--- src/rtl/uart_param_pkg.sv ---
// rtl/uart_param_pkg.sv - shared UART FSM states, frame-format encodings and oversample limits
package uart_param_pkg;

  typedef enum logic [2:0] {
    ST_IDLE,
    ST_START,
    ST_DATA,
    ST_PARITY,
    ST_STOP
  } uart_state_e;

  typedef enum logic [1:0] {
    DBITS_5 = 2'd0,
    DBITS_6 = 2'd1,
    DBITS_7 = 2'd2,
    DBITS_8 = 2'd3
  } data_bits_e;

  localparam int OVS_MIN = 8;
  localparam int OVS_MAX = 16;

  // Forces the oversample ratio into the supported even range.
  function automatic int ovs_legal(input int ovs);
    if (ovs < OVS_MIN) return OVS_MIN;
    if (ovs > OVS_MAX) return OVS_MAX;
    return (ovs / 2) * 2;
  endfunction

  function automatic logic [3:0] frame_bits(input logic [1:0] enc);
    return 4'd5 + {2'b00, enc};
  endfunction

  function automatic logic [7:0] frame_mask(input logic [1:0] enc);
    return 8'hFF >> (2'd3 - enc);
  endfunction

endpackage

--- src/rtl/uart_sync_fifo.sv ---
// rtl/uart_sync_fifo.sv - synchronous FIFO with zero-latency head output and occupancy count
module uart_sync_fifo #(
  parameter int WIDTH = 8,
  parameter int DEPTH = 16
) (
  input  logic                     clk,
  input  logic                     reset,
  input  logic                     wr_en,
  input  logic [WIDTH-1:0]         wr_data,
  input  logic                     rd_en,
  output logic [WIDTH-1:0]         rd_data,
  output logic [$clog2(DEPTH):0]   level
);

  localparam int AW = $clog2(DEPTH);
  localparam int LW = AW + 1;

  logic [WIDTH-1:0] mem [DEPTH];
  logic [AW-1:0]    wr_ptr_q, wr_ptr_d;
  logic [AW-1:0]    rd_ptr_q, rd_ptr_d;
  logic [LW-1:0]    level_q, level_d;
  logic             full, empty, do_wr, do_rd;

  // A read paired with a write is honoured even at the empty/full boundaries.
  always_comb begin
    empty    = (level_q == '0);
    full     = (level_q == LW'(DEPTH));
    do_wr    = wr_en && (!full || rd_en);
    do_rd    = rd_en && (!empty || wr_en);
    wr_ptr_d = do_wr ? wr_ptr_q + 1'b1 : wr_ptr_q;
    rd_ptr_d = do_rd ? rd_ptr_q + 1'b1 : rd_ptr_q;
    level_d  = level_q;
    if (do_wr && !do_rd) begin
      level_d = level_q + 1'b1;
    end else if (do_rd && !do_wr) begin
      level_d = level_q - 1'b1;
    end
    rd_data = empty ? '0 : mem[rd_ptr_q];
    level   = level_q;
  end

  always_ff @(posedge clk) begin
    if (do_wr) begin
      mem[wr_ptr_q] <= wr_data;
    end
  end

  always_ff @(posedge clk) begin
    if (reset) begin
      wr_ptr_q <= '0;
      rd_ptr_q <= '0;
      level_q  <= '0;
    end else begin
      wr_ptr_q <= wr_ptr_d;
      rd_ptr_q <= rd_ptr_d;
      level_q  <= level_d;
    end
  end

endmodule

--- src/rtl/uart_param_core.sv ---
// rtl/uart_param_core.sv - UART with TX/RX FIFOs, runtime frame format and shared baud tick
module uart_param_core
  import uart_param_pkg::*;
#(
  parameter int FIFO_DEPTH = 16,
  parameter int BAUD_W     = 16,
  parameter int OVERSAMPLE = 16
) (
  input  logic                          CLK,
  input  logic                          RESET,
  input  logic [BAUD_W-1:0]             BAUD_DIV,
  input  logic [1:0]                    DATA_BITS,
  input  logic                          PARITY_EN,
  input  logic                          ODD_N_EVEN,
  input  logic                          STOP2,
  input  logic [7:0]                    TX_DATA,
  input  logic                          TX_WR,
  output logic                          TX_FULL,
  output logic                          TX_EMPTY,
  output logic                          TX,
  input  logic                          RX,
  output logic [7:0]                    RX_DATA,
  output logic                          RX_PERR,
  output logic                          RX_FERR,
  input  logic                          RX_RD,
  output logic                          RX_EMPTY,
  output logic                          OVERFLOW,
  input  logic                          OVF_CLR,
  output logic [$clog2(FIFO_DEPTH):0]   RX_LEVEL
);

  localparam int              LW      = $clog2(FIFO_DEPTH) + 1;
  localparam int              OVS     = ovs_legal(OVERSAMPLE);
  localparam logic [4:0]      OS_LAST = 5'(OVS - 1);
  localparam logic [4:0]      OS_MID  = 5'(OVS / 2 - 1);

  logic [BAUD_W-1:0] baud_cnt_q, baud_cnt_d;
  logic              tick;

  always_comb begin
    tick       = (baud_cnt_q >= BAUD_DIV);
    baud_cnt_d = tick ? '0 : baud_cnt_q + 1'b1;
  end

  // ---------------- transmitter ----------------
  logic [7:0]    tx_head;
  logic [LW-1:0] tx_level;
  logic          tx_push, tx_pop, tx_load, tx_bit_end, tx_fifo_empty;

  uart_state_e tx_state_q, tx_state_d;
  logic [4:0]  tx_os_q, tx_os_d;
  logic [2:0]  tx_bit_q, tx_bit_d;
  logic [7:0]  tx_shift_q, tx_shift_d;
  logic [3:0]  tx_nbits_q, tx_nbits_d;
  logic        tx_par_en_q, tx_par_en_d;
  logic        tx_par_q, tx_par_d;
  logic        tx_stop2_q, tx_stop2_d;
  logic        tx_stop_idx_q, tx_stop_idx_d;

  assign tx_fifo_empty = (tx_level == '0);
  assign TX_FULL       = (tx_level == LW'(FIFO_DEPTH));
  assign tx_push       = TX_WR && !TX_FULL;
  assign TX_EMPTY      = tx_fifo_empty && (tx_state_q == ST_IDLE);

  uart_sync_fifo #(.WIDTH(8), .DEPTH(FIFO_DEPTH)) u_tx_fifo (
    .clk     (CLK),
    .reset   (RESET),
    .wr_en   (tx_push),
    .wr_data (TX_DATA),
    .rd_en   (tx_pop),
    .rd_data (tx_head),
    .level   (tx_level)
  );

  always_comb begin
    tx_state_d    = tx_state_q;
    tx_os_d       = tx_os_q;
    tx_bit_d      = tx_bit_q;
    tx_shift_d    = tx_shift_q;
    tx_nbits_d    = tx_nbits_q;
    tx_par_en_d   = tx_par_en_q;
    tx_par_d      = tx_par_q;
    tx_stop2_d    = tx_stop2_q;
    tx_stop_idx_d = tx_stop_idx_q;
    tx_pop        = 1'b0;
    tx_load       = 1'b0;
    tx_bit_end    = tick && (tx_os_q == OS_LAST);
    if (tx_state_q != ST_IDLE && tick) begin
      tx_os_d = tx_bit_end ? '0 : tx_os_q + 5'd1;
    end
    case (tx_state_q)
      ST_IDLE:   tx_load = !tx_fifo_empty;
      ST_START:  if (tx_bit_end) tx_state_d = ST_DATA;
      ST_DATA: begin
        if (tx_bit_end) begin
          tx_shift_d = {1'b0, tx_shift_q[7:1]};
          tx_bit_d   = tx_bit_q + 3'd1;
          if ({1'b0, tx_bit_q} == tx_nbits_q - 4'd1) begin
            tx_state_d = tx_par_en_q ? ST_PARITY : ST_STOP;
          end
        end
      end
      ST_PARITY: if (tx_bit_end) tx_state_d = ST_STOP;
      ST_STOP: begin
        if (tx_bit_end) begin
          if (tx_stop2_q && !tx_stop_idx_q) begin
            tx_stop_idx_d = 1'b1;
          end else if (!tx_fifo_empty) begin
            tx_load = 1'b1;
          end else begin
            tx_state_d = ST_IDLE;
          end
        end
      end
      default:   tx_state_d = ST_IDLE;
    endcase
    // Frame format is captured at pop so later config writes cannot disturb it.
    if (tx_load) begin
      tx_pop        = 1'b1;
      tx_state_d    = ST_START;
      tx_os_d       = '0;
      tx_bit_d      = '0;
      tx_stop_idx_d = 1'b0;
      tx_nbits_d    = frame_bits(DATA_BITS);
      tx_shift_d    = tx_head & frame_mask(DATA_BITS);
      tx_par_d      = (^(tx_head & frame_mask(DATA_BITS))) ^ ODD_N_EVEN;
      tx_par_en_d   = PARITY_EN;
      tx_stop2_d    = STOP2;
    end
  end

  always_comb begin
    case (tx_state_q)
      ST_START:  TX = 1'b0;
      ST_DATA:   TX = tx_shift_q[0];
      ST_PARITY: TX = tx_par_q;
      default:   TX = 1'b1;
    endcase
  end

  // ---------------- receiver ----------------
  logic [9:0]    rx_head, rx_entry;
  logic [LW-1:0] rx_level;
  logic          rx_push, rx_sample, rx_fall, rx_full;

  uart_state_e rx_state_q, rx_state_d;
  logic        rx_s1_q, rx_s1_d, rx_s2_q, rx_s2_d, rx_prev_q, rx_prev_d;
  logic [4:0]  rx_os_q, rx_os_d;
  logic [2:0]  rx_bit_q, rx_bit_d;
  logic [7:0]  rx_data_q, rx_data_d;
  logic [3:0]  rx_nbits_q, rx_nbits_d;
  logic        rx_par_en_q, rx_par_en_d;
  logic        rx_odd_q, rx_odd_d;
  logic        rx_perr_q, rx_perr_d;
  logic        ovf_q, ovf_d;

  assign rx_full  = (rx_level == LW'(FIFO_DEPTH));
  assign rx_fall  = rx_prev_q && !rx_s2_q;
  assign rx_entry = {~rx_s2_q, rx_perr_q, rx_data_q};
  assign RX_DATA  = rx_head[7:0];
  assign RX_PERR  = rx_head[8];
  assign RX_FERR  = rx_head[9];
  assign RX_EMPTY = (rx_level == '0);
  assign RX_LEVEL = rx_level;
  assign OVERFLOW = ovf_q;

  uart_sync_fifo #(.WIDTH(10), .DEPTH(FIFO_DEPTH)) u_rx_fifo (
    .clk     (CLK),
    .reset   (RESET),
    .wr_en   (rx_push),
    .wr_data (rx_entry),
    .rd_en   (RX_RD),
    .rd_data (rx_head),
    .level   (rx_level)
  );

  always_comb begin
    rx_s1_d     = RX;
    rx_s2_d     = rx_s1_q;
    rx_prev_d   = rx_s2_q;
    rx_state_d  = rx_state_q;
    rx_os_d     = rx_os_q;
    rx_bit_d    = rx_bit_q;
    rx_data_d   = rx_data_q;
    rx_nbits_d  = rx_nbits_q;
    rx_par_en_d = rx_par_en_q;
    rx_odd_d    = rx_odd_q;
    rx_perr_d   = rx_perr_q;
    rx_push     = 1'b0;
    // First sample lands half a bit in; every later one a full bit after it.
    rx_sample   = tick && (rx_os_q == ((rx_state_q == ST_START) ? OS_MID : OS_LAST));
    if (rx_state_q != ST_IDLE && tick) begin
      rx_os_d = rx_sample ? '0 : rx_os_q + 5'd1;
    end
    case (rx_state_q)
      ST_IDLE: begin
        if (rx_fall) begin
          rx_state_d  = ST_START;
          rx_os_d     = '0;
          rx_bit_d    = '0;
          rx_data_d   = '0;
          rx_perr_d   = 1'b0;
          rx_nbits_d  = frame_bits(DATA_BITS);
          rx_par_en_d = PARITY_EN;
          rx_odd_d    = ODD_N_EVEN;
        end
      end
      ST_START:  if (rx_sample) rx_state_d = rx_s2_q ? ST_IDLE : ST_DATA;
      ST_DATA: begin
        if (rx_sample) begin
          rx_data_d[rx_bit_q] = rx_s2_q;
          rx_bit_d            = rx_bit_q + 3'd1;
          if ({1'b0, rx_bit_q} == rx_nbits_q - 4'd1) begin
            rx_state_d = rx_par_en_q ? ST_PARITY : ST_STOP;
          end
        end
      end
      ST_PARITY: begin
        if (rx_sample) begin
          rx_perr_d  = rx_s2_q != ((^rx_data_q) ^ rx_odd_q);
          rx_state_d = ST_STOP;
        end
      end
      ST_STOP: begin
        if (rx_sample) begin
          rx_push    = 1'b1;
          rx_state_d = ST_IDLE;
        end
      end
      default:   rx_state_d = ST_IDLE;
    endcase
    ovf_d = ovf_q;
    if (OVF_CLR) ovf_d = 1'b0;
    if (rx_push && rx_full && !RX_RD) ovf_d = 1'b1;
  end

  always_ff @(posedge CLK) begin
    if (RESET) begin
      baud_cnt_q    <= '0;
      tx_state_q    <= ST_IDLE;
      tx_os_q       <= '0;
      tx_bit_q      <= '0;
      tx_shift_q    <= '0;
      tx_nbits_q    <= 4'd8;
      tx_par_en_q   <= 1'b0;
      tx_par_q      <= 1'b0;
      tx_stop2_q    <= 1'b0;
      tx_stop_idx_q <= 1'b0;
      rx_s1_q       <= 1'b1;
      rx_s2_q       <= 1'b1;
      rx_prev_q     <= 1'b1;
      rx_state_q    <= ST_IDLE;
      rx_os_q       <= '0;
      rx_bit_q      <= '0;
      rx_data_q     <= '0;
      rx_nbits_q    <= 4'd8;
      rx_par_en_q   <= 1'b0;
      rx_odd_q      <= 1'b0;
      rx_perr_q     <= 1'b0;
      ovf_q         <= 1'b0;
    end else begin
      baud_cnt_q    <= baud_cnt_d;
      tx_state_q    <= tx_state_d;
      tx_os_q       <= tx_os_d;
      tx_bit_q      <= tx_bit_d;
      tx_shift_q    <= tx_shift_d;
      tx_nbits_q    <= tx_nbits_d;
      tx_par_en_q   <= tx_par_en_d;
      tx_par_q      <= tx_par_d;
      tx_stop2_q    <= tx_stop2_d;
      tx_stop_idx_q <= tx_stop_idx_d;
      rx_s1_q       <= rx_s1_d;
      rx_s2_q       <= rx_s2_d;
      rx_prev_q     <= rx_prev_d;
      rx_state_q    <= rx_state_d;
      rx_os_q       <= rx_os_d;
      rx_bit_q      <= rx_bit_d;
      rx_data_q     <= rx_data_d;
      rx_nbits_q    <= rx_nbits_d;
      rx_par_en_q   <= rx_par_en_d;
      rx_odd_q      <= rx_odd_d;
      rx_perr_q     <= rx_perr_d;
      ovf_q         <= ovf_d;
    end
  end

endmodule

--- config.mk ---
export PLATFORM = sky130hd
export DESIGN_NAME = uart_param_core
export DESIGN_NICKNAME = d
export VERILOG_FILES = /design/src/rtl/uart_param_pkg.sv /design/src/rtl/uart_sync_fifo.sv /design/src/rtl/uart_param_core.sv
export SDC_FILE = /design/constraint.sdc
export NUM_CORES = 1
export LEC_CHECK = 0
export CORE_ASPECT_RATIO = 0.6
export CORE_MARGIN = 5
export CORE_UTILIZATION = 61
export CTS_CLUSTER_DIAMETER = 40
export DETAILED_ROUTE_END_ITERATION = 12
export GPL_ROUTABILITY_DRIVEN = 0
export PLACE_DENSITY = 0.79
export SYNTH_ARGS = -nofsm -noshare
export SYNTH_HDL_FRONTEND = slang
export SYNTH_HIERARCHICAL = 1
export SYNTH_SLANG_ARGS = --single-unit
export TNS_END_PERCENT = 100
--- constraint.sdc ---
create_clock -name CLK -period 5.6 [get_ports CLK]
set_input_delay 1.12 -clock CLK [delete_from_list [all_inputs] [get_ports CLK]]
set_output_delay 1.12 -clock CLK [all_outputs]
set_load 0.03 [all_outputs]
==> results summary <==
For the worst setup path, the data required time is 6010 ps. The signal on the critical path passes through clkdlybuf4s50_1 > ha_1 > nand2b_1 > a2111oi_0 > o21ai_1 > a311o_1 > a31oi_4 > inv_2 > nand2b_1 > o21a_1 > ha_1 > inv_1 > ha_1 > a21oi_1 > a211oi_1 > a31oi_1 > mux2_2. The via count of the first global-routing pass is 9802.

The number of nets in the synthesized netlist is 1250. The post-route DRC violation count is 0. No sink is reached through more buffers than the 3 on the longest clock path. The global-route wire length before repair is ~56000 um. The clock latency on the worst-skew pair is 540 ps. The portion of synthesized area spent on multiplexers is 0.113. The placement row count is 47.

The total vias in the final route came out at 9983. The half-perimeter wire length after detailed placement is 23800 um. The mean instance size in the synthesized netlist came out at 14.5 sq um. Clock tree synthesis inserted a total of 38 buffers. Setup violations remaining at the end of the flow were counted as 0. The flow ran to the end, and the final reports show no timing, DRC or antenna violations.

The synthesized-area fraction occupied by ao, oa, aoi and oai cells is 0.0699. The post-synthesis adder-cell area fraction is 0.0341. The die area came out at about 0.031 sq mm. The slowest stage of the critical path belongs to the cell sky130_fd_sc_hd__a311o_1.

The per-cell via count in the routed design is 6.13. The final global-route overflow total came out at 0. The number of design-rule violations left by the first detailed-router iteration is 927. The total setup buffers inserted after CTS came out at 0.

The proportion of synthesized flip-flops having asynchronous set or reset came out at 0. The layout net count came out at 1314. The die outline height came out at 139 um. For this design, the sink count on the clock tree is 395. The total area inside the core boundary comes to approximately 0.027 sq mm. The max-cap check violation count is 0. Dividing the detail-routed wire length by the instance count gives 21.7 um. At the pin with the least slew margin, the transition time is 1210 ps.

The largest fanout of any net on the critical path came out at 6. The root buffer cell chosen for the clock tree is sky130_fd_sc_hd__clkbuf_16. After clock tree synthesis, the clock-pin slew on the worst setup and hold paths is approximately 60 ps. The number of inserted filler cells in the final layout came out at between 1.5k and 2k. The area of the mapped netlist came out at 0.0169 sq mm. The worst hold path cell count is 1.

In the synthesized netlist the dominant register cell turns out to be sky130_fd_sc_hd__edfxtp_1. The area growth from synthesis to layout came out at 12.7%. The standby leakage power came out at 6.57 nW.

The count of hold buffers inserted by post-cts repair is 0. The remaining max-slew budget at the tightest pin is 0.184. The largest incremental delay on the critical path is between 400 and 500 ps.

The number of storage elements in the synthesis netlist came out at 395. The simple-gate share of the synthesized area is 0.0884. By area, the combinational part of the netlist is dominated by multiplexers. Across all hold checks on the routed design, the worst slack comes to 427 ps.

STA classifies the critical path endpoint as a register. The area taken by flip-flops and latches came out at 0.0108 sq mm. The number of pins exceeding their max-slew limit in the final report is 0. Across every metal layer, demand over resource in global routing totals 0.230. Based on the critical path, the design can be clocked at up to between 200 and 250 MHz. The number of ports placed on the die boundary is 55.

The width of the die came out at 225 um. In this run the power density over the cells is between 300 and 400 mW/mm^2. The classification of the worst setup path is input port to register. The antenna diode instance count is 0. The number of cells on the worst reg-to-reg path is 17. The Yosys warning count came out at 6.

The number of H-tree branching levels came out at 2. The portion of the post-synthesis area used by sequential elements is 0.637. Setup repair after global routing left no endpoint under its margin.

Summed over all layers, the routed wires come to between 30000 and 40000 um. The maximum vdd drop is between 0.3 and 0.4 mV. The area of combinational cells with multiple inputs is 0.00571 sq mm. In this design, the critical path's most frequently occurring cell is sky130_fd_sc_hd__ha_1.

The total power after layout came out at ~0.0071 W. The number of instances in the synthesized netlist came out at 1170. STA classifies the critical path startpoint as an input port.

The initial cell density of the core came out at 0.617. The shortest period the worst path allows came out at 4900 ps. Yosys mapped a number of flops with a built-in enable equal to ~290. Of the total synthesized cell area, the portion taken by XOR and XNOR cells is 0.0315. The detailed-router iteration count before antenna repair is 5. Dividing the final minimum period by the clock period gives 0.875.

The hold violation count in the final report came out at 0. The post-route antenna net violation count came out at 0. The number of antenna violations at the first check in global routing is 0. After routing, the total negative slack on setup checks comes to 0 ps.

In the final layout, the share of cells above drive strength 1 is 0.153. The path class of the lowest-slack min-delay path is register to register. The largest net degree at the start of global routing came out at a little over 40. TritonCTS built the clock tree. Data on the critical path arrives at its endpoint at ~5300 ps. The final setup skew came out at around 26 ps.

The netlist uses 69 different library cells. The count of buffers from port buffering came out at 54. Post-CTS repair changed the size of 0 cells.
[critical path: cells and delay by family]
family | cells | cell delay, ps
buffers and inverters | 3 | 640
muxes | 1 | 360
adders and majority gates | 3 | 830
AOI/OAI and AO/OA | 8 | 2030
and+or+nand+nor | 2 | 330
[metrics by stage]
step	instance area [sq um]	utilization	setup WS [ps]	instances
after floorplan	16900	-	720	1170
after global placement	17900	0.651	323	1561
after detailed placement	17900	0.651	255	1561
after CTS	19100	0.695	776	1629
after global routing	19100	0.695	473	1629
final	19100	0.695	699	1629
[kinds of logic (layout without fill, tap and decap cells)]
logic type	after synthesis	in the layout
DFF	395	395
and+or+nand+nor	308	308
buffers and inverters	99	191
xor gates and xnor gates	61	61
muxes	101	101
AOI/OAI and AO/OA	161	161
adders and majority gates	45	45
[registers in the layout, summed over array words and instances, names as in the netlist, 3 cells and up, named ones only]
name                cells
rx_nbits_q              4
tx_nbits_q              4
u_tx_fifo/level         5
tx_os_q                 5
rx_os_q                 5
tx_bit_q                3
rx_data_q               8
u_tx_fifo/rd_ptr_q      4
u_rx_fifo/level         5
u_rx_fifo/rd_ptr_q      4
baud_cnt_q             16
u_tx_fifo/mem         128
u_tx_fifo/wr_ptr_q      4
u_rx_fifo/wr_ptr_q      4
tx_state_q              3
u_rx_fifo/mem         160
tx_shift_q              8
rx_bit_q                3
rx_state_q              3
[cell usage after synthesis (all sizes together) (2+ instances only)]
| master | instances | area (sq um) |
|---|---|---|
| a211o | 3 | 26.3 |
| a211oi | 47 | 370 |
| a21o | 4 | 30.0 |
| a21oi | 37 | 185 |
| a22oi | 6 | 45.0 |
| a31oi | 5 | 46.3 |
| and2 | 8 | 52.6 |
| and3 | 6 | 37.5 |
| buf | 31 | 194 |
| clkbuf | 29 | 109 |
| dfxtp | 107 | 2140 |
| edfxtp | 288 | 8650 |
| fa | 2 | 40.0 |
| ha | 43 | 538 |
| inv | 39 | 146 |
| mux2 | 2 | 22.5 |
| mux2i | 27 | 270 |
| mux4 | 72 | 1620 |
| nand2 | 51 | 191 |
| nand2b | 14 | 95.1 |
| nand3 | 35 | 180 |
| nand4 | 5 | 31.3 |
| nor2 | 116 | 435 |
| nor2b | 26 | 163 |
| nor3 | 17 | 85.1 |
| nor3b | 3 | 22.5 |
| nor4 | 7 | 43.8 |
| nor4bb | 2 | 20.0 |
| o211ai | 6 | 55.1 |
| o21a | 7 | 52.6 |
| o21ai | 17 | 85.1 |
| o21ba | 2 | 20.0 |
| o221ai | 2 | 17.5 |
| o311ai | 8 | 70.1 |
| o31ai | 3 | 55.1 |
| o32a | 2 | 20.0 |
| o32ai | 3 | 26.3 |
| or2 | 6 | 37.5 |
| or3 | 3 | 23.8 |
| or4 | 8 | 71.3 |
| xnor2 | 37 | 324 |
| xor2 | 24 | 210 |
[area by class of cell]
type                            instances  share of cell area
Sequential cell                       395               0.565
Multi-Input combinational cell        676               0.299
Clock buffer                           43              0.0524
Timing Repair Buffer                   84              0.0398
Tap cell                              367              0.0240
Clock inverter                         25              0.0118
Inverter                               39             0.00767
[worst paths after layout]
| check | start | to | slack [ps] |
|---|---|---|---|
| worst min-delay path | rx_s1_q | rx_prev_d | 430 |
| worst min register to register | rx_s1_q | rx_prev_d | 430 |
| worst max register to register | baud_cnt_q[0] | u_tx_fifo/level[4] | 1290 |
| worst max-delay path | BAUD_DIV[0] | u_tx_fifo/level[4] | 700 |
[power by group]
group | switching [W] | total [W] | internal (W)
clock network | 0.00110 | 0.00250 | 0.00140
registers | 0.000125 | 0.00335 | 0.00323
logic | 0.000667 | 0.00120 | 0.000536
[layout by cell type, fill, tap and decap left out, types with 7 or more instances in the layout]
master and n:
sky130_fd_sc_hd__a21oi_1 37, sky130_fd_sc_hd__nor4_1 7, sky130_fd_sc_hd__buf_4 30, sky130_fd_sc_hd__xor2_1 24, sky130_fd_sc_hd__nand2b_1 13, sky130_fd_sc_hd__nand2_1 51, sky130_fd_sc_hd__dfxtp_1 104, sky130_fd_sc_hd__clkdlybuf4s50_1 53
sky130_fd_sc_hd__o21a_1 7, sky130_fd_sc_hd__nor2_1 116, sky130_fd_sc_hd__edfxtp_1 288, sky130_fd_sc_hd__clkbuf_16 38, sky130_fd_sc_hd__and2_1 7, sky130_fd_sc_hd__nor2b_1 26, sky130_fd_sc_hd__mux2i_1 27, sky130_fd_sc_hd__o21ai_0 13
sky130_fd_sc_hd__xnor2_1 37, sky130_fd_sc_hd__ha_1 43, sky130_fd_sc_hd__inv_1 38, sky130_fd_sc_hd__clkinv_2 7, sky130_fd_sc_hd__nand3_1 34, sky130_fd_sc_hd__nor3_1 17, sky130_fd_sc_hd__mux4_2 72, sky130_fd_sc_hd__a211oi_1 45
[layer usage]
metal	wire, um	global-route usage	up-vias
li1	-	-	4579
met1	16900	0.385	4993
met2	14900	0.311	372
met3	3050	0.0503	39
met4	463	0.0452	0
met5	0	0	-
Power figures use the tool's default switching activity.
